File: config.mk
export PLATFORM = sky130hd
export DESIGN_NAME = clkcnt_freqmeter
export DESIGN_NICKNAME = d
export VERILOG_FILES = /design/src/rtl/clkcnt_freqmeter_pkg.sv /design/src/rtl/clkcnt_edgecount.sv /design/src/rtl/clkcnt_freqmeter.sv
export SDC_FILE = /design/constraint.sdc
export NUM_CORES = 1
export LEC_CHECK = 0
export BUFFER_PORTS_ARGS = -buffer_cell sky130_fd_sc_hd__buf_2
export CAP_MARGIN = 0
export CORE_MARGIN = 4
export CORE_UTILIZATION = 30
export CTS_BUF_LIST = sky130_fd_sc_hd__clkbuf_16
export DETAILED_ROUTE_END_ITERATION = 7
export PLACE_DENSITY = 0.56
export SYNTH_ARGS = -nofsm -noshare
export SYNTH_HDL_FRONTEND = slang
export SYNTH_SLANG_ARGS = --single-unit
File: constraint.sdc
create_clock -name clk -period 2.8 [get_ports clk]
set_input_delay 0.56 -clock clk [delete_from_list [all_inputs] [get_ports clk]]
set_output_delay 0.56 -clock clk [all_outputs]
set_load 0.01 [all_outputs]
File: src/rtl/clkcnt_freqmeter_pkg.sv
// clkcnt_freqmeter_pkg: shared FSM encoding, default constants and saturating shift
package clkcnt_freqmeter_pkg;
  typedef enum logic [1:0] {IDLE = 2'd0, GATE = 2'd1, LATCH = 2'd2, OUT = 2'd3} state_t;
  localparam int DEF_CNT_BIT = 3;
  localparam int DEF_GATE_CYCLES = 100000000;
  // v << sh clamped to w bits of all-ones when any set bit would be shifted out
  function automatic logic [63:0] sat_shl(input logic [63:0] v, input int sh, input int w);
    logic [127:0] s;
    logic [63:0] ones;
    ones = {64{1'b1}} >> (64 - w);
    s = {64'd0, v} << sh;
    return (s > {64'd0, ones}) ? ones : s[63:0];
  endfunction
endpackage

File: src/rtl/clkcnt_edgecount.sv
// clkcnt_edgecount: synchronize one counter bit and count its edges, saturating
module clkcnt_edgecount #(
  parameter int CWIDTH = 32
) (
  input  logic              clk,
  input  logic              resetn,
  input  logic              din,
  input  logic              clr,
  input  logic              en,
  output logic [CWIDTH-1:0] edges
);
  logic [2:0] s;
  always_ff @(posedge clk or negedge resetn)
    if (!resetn) begin
      s <= '0;
      edges <= '0;
    end else begin
      s <= {s[1:0], din};
      if (clr) edges <= '0;
      else if (en && (s[2] ^ s[1]) && !(&edges)) edges <= edges + 1'b1;
    end
endmodule

File: src/rtl/clkcnt_freqmeter.sv
// clkcnt_freqmeter: gated edge counting of async counter bits, results drained per channel
module clkcnt_freqmeter
  import clkcnt_freqmeter_pkg::*;
#(
  parameter int NCH         = 3,
  parameter int CNT_BIT     = DEF_CNT_BIT,
  parameter int GATE_CYCLES = DEF_GATE_CYCLES,
  parameter int CWIDTH      = 32
) (
  input  logic                  clk,
  input  logic                  resetn,
  input  logic [NCH*CWIDTH-1:0] cnt_in,
  input  logic                  mmcm_locked,
  input  logic                  run,
  output logic                  busy,
  output logic                  result_valid,
  input  logic                  result_ready,
  output logic [1:0]            result_chan,
  output logic [CWIDTH-1:0]     result_cycles,
  output logic                  result_stuck,
  output logic                  result_unlocked
);
  state_t state, nxt;
  logic [31:0] gcnt;
  logic [1:0] lk;
  logic unl, unl_snap, last, last_k;
  logic [1:0] k;
  logic [CWIDTH-1:0] edges [NCH];
  logic [CWIDTH-1:0] cyc [NCH];
  logic [NCH-1:0] stk;
  assign last = gcnt == 32'(GATE_CYCLES - 1);
  assign last_k = k == 2'(NCH - 1);
  // the closing gate cycle is excluded so edges never race the snapshot
  for (genvar i = 0; i < NCH; i++) begin : g_ch
    clkcnt_edgecount #(.CWIDTH(CWIDTH)) u_ec (
      .clk(clk),
      .resetn(resetn),
      .din(cnt_in[i*CWIDTH+CNT_BIT]),
      .clr(state == IDLE),
      .en(state == GATE && !last),
      .edges(edges[i])
    );
  end
  always_comb begin
    nxt = state;
    case (state)
      IDLE:  nxt = run ? GATE : IDLE;
      GATE:  nxt = !run ? IDLE : last ? LATCH : GATE;
      LATCH: nxt = OUT;
      OUT:   nxt = (result_ready && last_k) ? IDLE : OUT;
      default: nxt = IDLE;
    endcase
  end
  always_ff @(posedge clk or negedge resetn)
    if (!resetn) begin
      state <= IDLE;
      gcnt <= '0;
      lk <= '0;
      unl <= 1'b0;
      unl_snap <= 1'b0;
      k <= '0;
      stk <= '0;
      for (int i = 0; i < NCH; i++) cyc[i] <= '0;
    end else begin
      state <= nxt;
      lk <= {lk[0], mmcm_locked};
      gcnt <= (state == GATE) ? gcnt + 1'b1 : '0;
      unl <= (state == IDLE) ? 1'b0 : (state == GATE && !lk[1]) ? 1'b1 : unl;
      if (state == LATCH) begin
        unl_snap <= unl;
        k <= '0;
        for (int i = 0; i < NCH; i++) begin
          cyc[i] <= CWIDTH'(sat_shl(64'(edges[i]), CNT_BIT, CWIDTH));
          stk[i] <= edges[i] == '0;
        end
      end else if (state == OUT && result_ready) k <= last_k ? 2'd0 : k + 2'd1;
    end
  assign busy = state == GATE;
  assign result_valid = state == OUT;
  assign result_chan = k;
  assign result_cycles = cyc[k];
  assign result_stuck = stk[k];
  assign result_unlocked = unl_snap;
endmodule

==> summary.txt <==
Floorplan
  • Die ar.: 0.0427 mm^2
  • FP Rows: between 70 and 80
  • Starting Density: 0.305
  • CORE AREA: 0.0388 mm^2
  • Horiz. Die Dim: about 210 um
  • IO Pins: 139
  • Die height: around 210 um

Yosys
  • Post-Synthesis Cells: 1230
  • Post-synthesis adder-cell area fraction: 0.00740
  • Syn Area/Cell: between 9 and 10 um^2
  • Synthesis-stage register bit count: roughly 240
  • Post-synth top area share: 0.503
  • Post-synthesis xor/xnor area fraction: 0.0229
  • Synth Area in Simple Gates: 0.198
  • Synthesis Warnings: 0
  • Cell with the most instances after synthesis: dfrtp_1
  • Syn_nets: around 1300
  • Mux contribution to synthesized area: 0.0338
  • Most frequently used flop master after synthesis: dfrtp_1
  • Post-Syn Area: 0.0118 mm^2
  • Area leader, netlist: dfrtp_1
  • Post-synth ARST share: 1.00
  • Register area share after synthesis: 0.503
  • Post-synth EDFFs: 0
  • Combinational family with the most area after synthesis: simple AND/OR/NAND/NOR gates
  • Synth top cells by count: 238 x dfrtp_1, 114 x nand2_1, 112 x o21ai_0, 84 x o22a_1, 62 x nand3_1
  • Top cells by area, synth: dfrtp_1 50%, o22a_1 6.2%, o21ai_0 4.7%
  • Cell variety after synth: 58
  • Complex-gate fraction of the synthesized area: 0.189

Final layout
  • Final cell count without fillers: between 1500 and 2000
  • Area Overhead vs Synth: 18.1%
  • Filler cells: 3904
  • Multi-input logic area: roughly 0.0054 mm^2
  • Register Area: around 0.0060 mm^2
  • Final #Nets: 1410
  • Diode count: 0
  • Share of layout cells above drive strength 1: 0.137
  • Final core occ: 0.360

Clocking
  • Hold buffer count at cts: 0
  • Clock root buffer: clkbuf_16
  • Cts bufs inserted: 28
  • Clk slew on worst S/H paths: ~0.060 ns
  • TritonCTS clock tree: yes
  • H-Tree Depth: 1
  • Clock sinks: roughly 240
  • Clock latency on the worst-skew pair: 0.58 ns
  • Bufs on Longest Clock Path: 3

Job
  • Max-cap violations: 0

Detailed routing
  • Final routed DRC violation total: 0
  • DR vias: 9858
  • M1 WL: 16400 um
  • Met3 WL: roughly 1900 um
  • Routed len/inst: about 18 um
  • First drt pass iteration count: 5
  • ANT nets after route: 0
  • Final wirelength: around 34000 um
  • Vias per cell: 5.35
  • Max Used Layer: met4
  • Metal2 WL: 14800 um
  • First DRT Iteration DRCs: 721

Power
  • P_sw: about 1.8 mW
  • Seq pwr share: 0.472
  • Pwr Density: around 530 mW/mm^2
  • Max VDD drop: ~0.42 mV
  • Int Power: approximately 5.6 mW
  • Power, Total: about 7.4 mW
  • Combinational share of power: 0.055
  • Leakage power: 6.31 nW
  • Sw Ratio: 0.243
  • Clk pwr share: 0.473

Timing
  • Final min period: 2.70 ns
  • Hold Vio Cnt, Final: 5
  • Fin crit share: 0.964
  • Final Max Tran Viols: 0
  • Worst Skew: between 0.03 and 0.04 ns
  • Setup TNS: 0 ns
  • Final setup violating endpoints: 0
  • Min Hold Slack: -0.0132 ns
  • RSZ-0062 raised after global routing: false
  • Rel. slew slack: 0.407
  • Slew @ Worst Pin: 0.884 ns
  • Max Clock Freq: roughly 370 MHz

Place
  • PortBufs: 45
  • Dpl cells: between 1500 and 2000
  • HPWL after DPL: about 24000 um
  • Gp weighted congestion: slightly above 0.8

GRT
  • Total GRT Usage: 0.157
  • Antenna violations before repair: 0
  • First-pass GRT wire length: 53900 um
  • Congestion Overflow GR: 0
  • Largest net degree at the start of global routing: slightly below 90
  • Vias in the first global route: between 9000 and 10000

Critical path
  • CP endpoint kind: output port
  • Setup Crit Path Kind: reg -> out
  • Critical-path cell list: buf_12 -> mux2i_1 -> o21ai_0 -> buf_2
  • Critical path launch point type: flop
  • Max incr delay on CP: 0.49 ns
  • Critical Path RT: about 2.2 ns
  • CP arrival: about 2.1 ns
  • Slowest cell on crit path: o21ai_0
  • CP Max Fanout: 31

Status
  • Outcome: finished with violations
  • Failing checks: negative hold slack

Worst hold path
  • Worst Hold Class: in -> async
-- kinds of logic after synthesis --
family | after synthesis
AOI/OAI and AO/OA | 332
buffers and inverters | 130
muxes | 40
adders and majority gates | 7
and+or+nand+nor | 452
DFF | 238
xor gates and xnor gates | 31
-- final cells by class --
class / count / area share
flip-flops and latches: 238 / 0.426
multi-input cells: 862 / 0.386
repair buffers: 125 / 0.0652
clock buffers: 28 / 0.0502
well taps: 518 / 0.0464
clock inverters: 24 / 0.0131
inverters: 47 / 0.0126
-- what timing repair did --
item	CTS	global route
setup endpoints to repair	0	33
gates resized for setup	0	4
setup buffers	0	1
-- worst paths after layout --
| path | cells past startpoint | start | to | slack (ns) |
|---|---|---|---|---|
| max reg2reg | 9 | gcnt[0]$_DFF_PN0_ | g_ch[1].u_ec.edges[22]$_DFFE_PN0P_ | 0.23 |
| min | 1 | resetn | g_ch[2].u_ec.edges[21]$_DFFE_PN0P_ | -0.01 |
| min in group clk | 1 | cnt_in[67] | g_ch[2].u_ec.s[0]$_DFF_PN0_ | 0.09 |
| max | 4 | result_chan[0]$_DFFE_PN0P_ | result_cycles[4] | 0.1 |
| max in group asynchronous | 2 | resetn | g_ch[0].u_ec.edges[29]$_DFFE_PN0P_ | 2.02 |
| min reg2reg | 0 | g_ch[1].u_ec.s[0]$_DFF_PN0_ | g_ch[1].u_ec.s[1]$_DFF_PN0_ | 0.35 |
-- critical path: cells and delay by family, from the launching register on --
family                 cells  cell delay (ns)
multiplexers               1             0.11
flip-flops                 1             0.46
AO/OA/AOI/OAI              1             0.49
buffers and inverters      2             0.49
-- through the flow --
step	instance area, um^2	worst slack (ns)	hold WS [ns]
2_1_floorplan	11800	0.400	0.264
3_3_place_gp	13000	0.0473	0.334
3_5_place_dp	13000	0.0248	0.337
4_1_cts	13900	0.0219	0.0125
5_1_grt	14000	0.0387	0.0220
6_report	14000	0.0997	-0.0132
-- state kept, by name, indices dropped and copies added (netlist names) --
register	flops
gcnt	32
stk	3
g_ch.u_ec.edges	96
g_ch.u_ec.s	9
state	2
unl	1
result_unlocked	1
cyc	90
result_chan	2
lk	2
-- power by group through the flow --
stage	Clock (mW)	Sequential, mW	Combinational [mW]
2_1_floorplan	0	3.55	0.202
3_3_place_gp	0	3.55	0.402
3_5_place_dp	0	3.56	0.408
4_1_cts	3.60	3.49	0.409
5_1_grt	3.74	3.50	0.458
6_report	3.51	3.49	0.408
-- routing by layer --
layer / vias up / GRT usage
li1: 4680 / -
met1: 4883 / 0.234
met2: 244 / 0.238
met3: 51 / 0.0295
met4: 0 / 0.0326
met5: - / 0
-- cell usage in the layout (no fill, tap or decap), types with 4 or more instances in the layout --
master	instances
a21oi_1	50
clkbuf_16	28
o311ai_0	4
a31oi_1	4
buf_2	44
xnor2_1	13
or3_1	44
ha_1	7
a221o_1	7
buf_12	6
o31ai_1	11
dfrtp_1	237
nor4_1	35
mux2i_1	40
buf_4	74
nor2_1	59
a21o_1	25
nand3_1	62
and4_1	10
nor3_1	36
inv_1	57
o22a_1	84
o21ai_1	7
o21ai_0	112
clkinv_1	5
nor4b_1	5
o211ai_1	5
nand2_1	114
xor2_1	18
nand4_1	39
clkinv_2	5
and2_1	7
and3_1	17
or4_1	6
(Power assumes the default switching activity.)
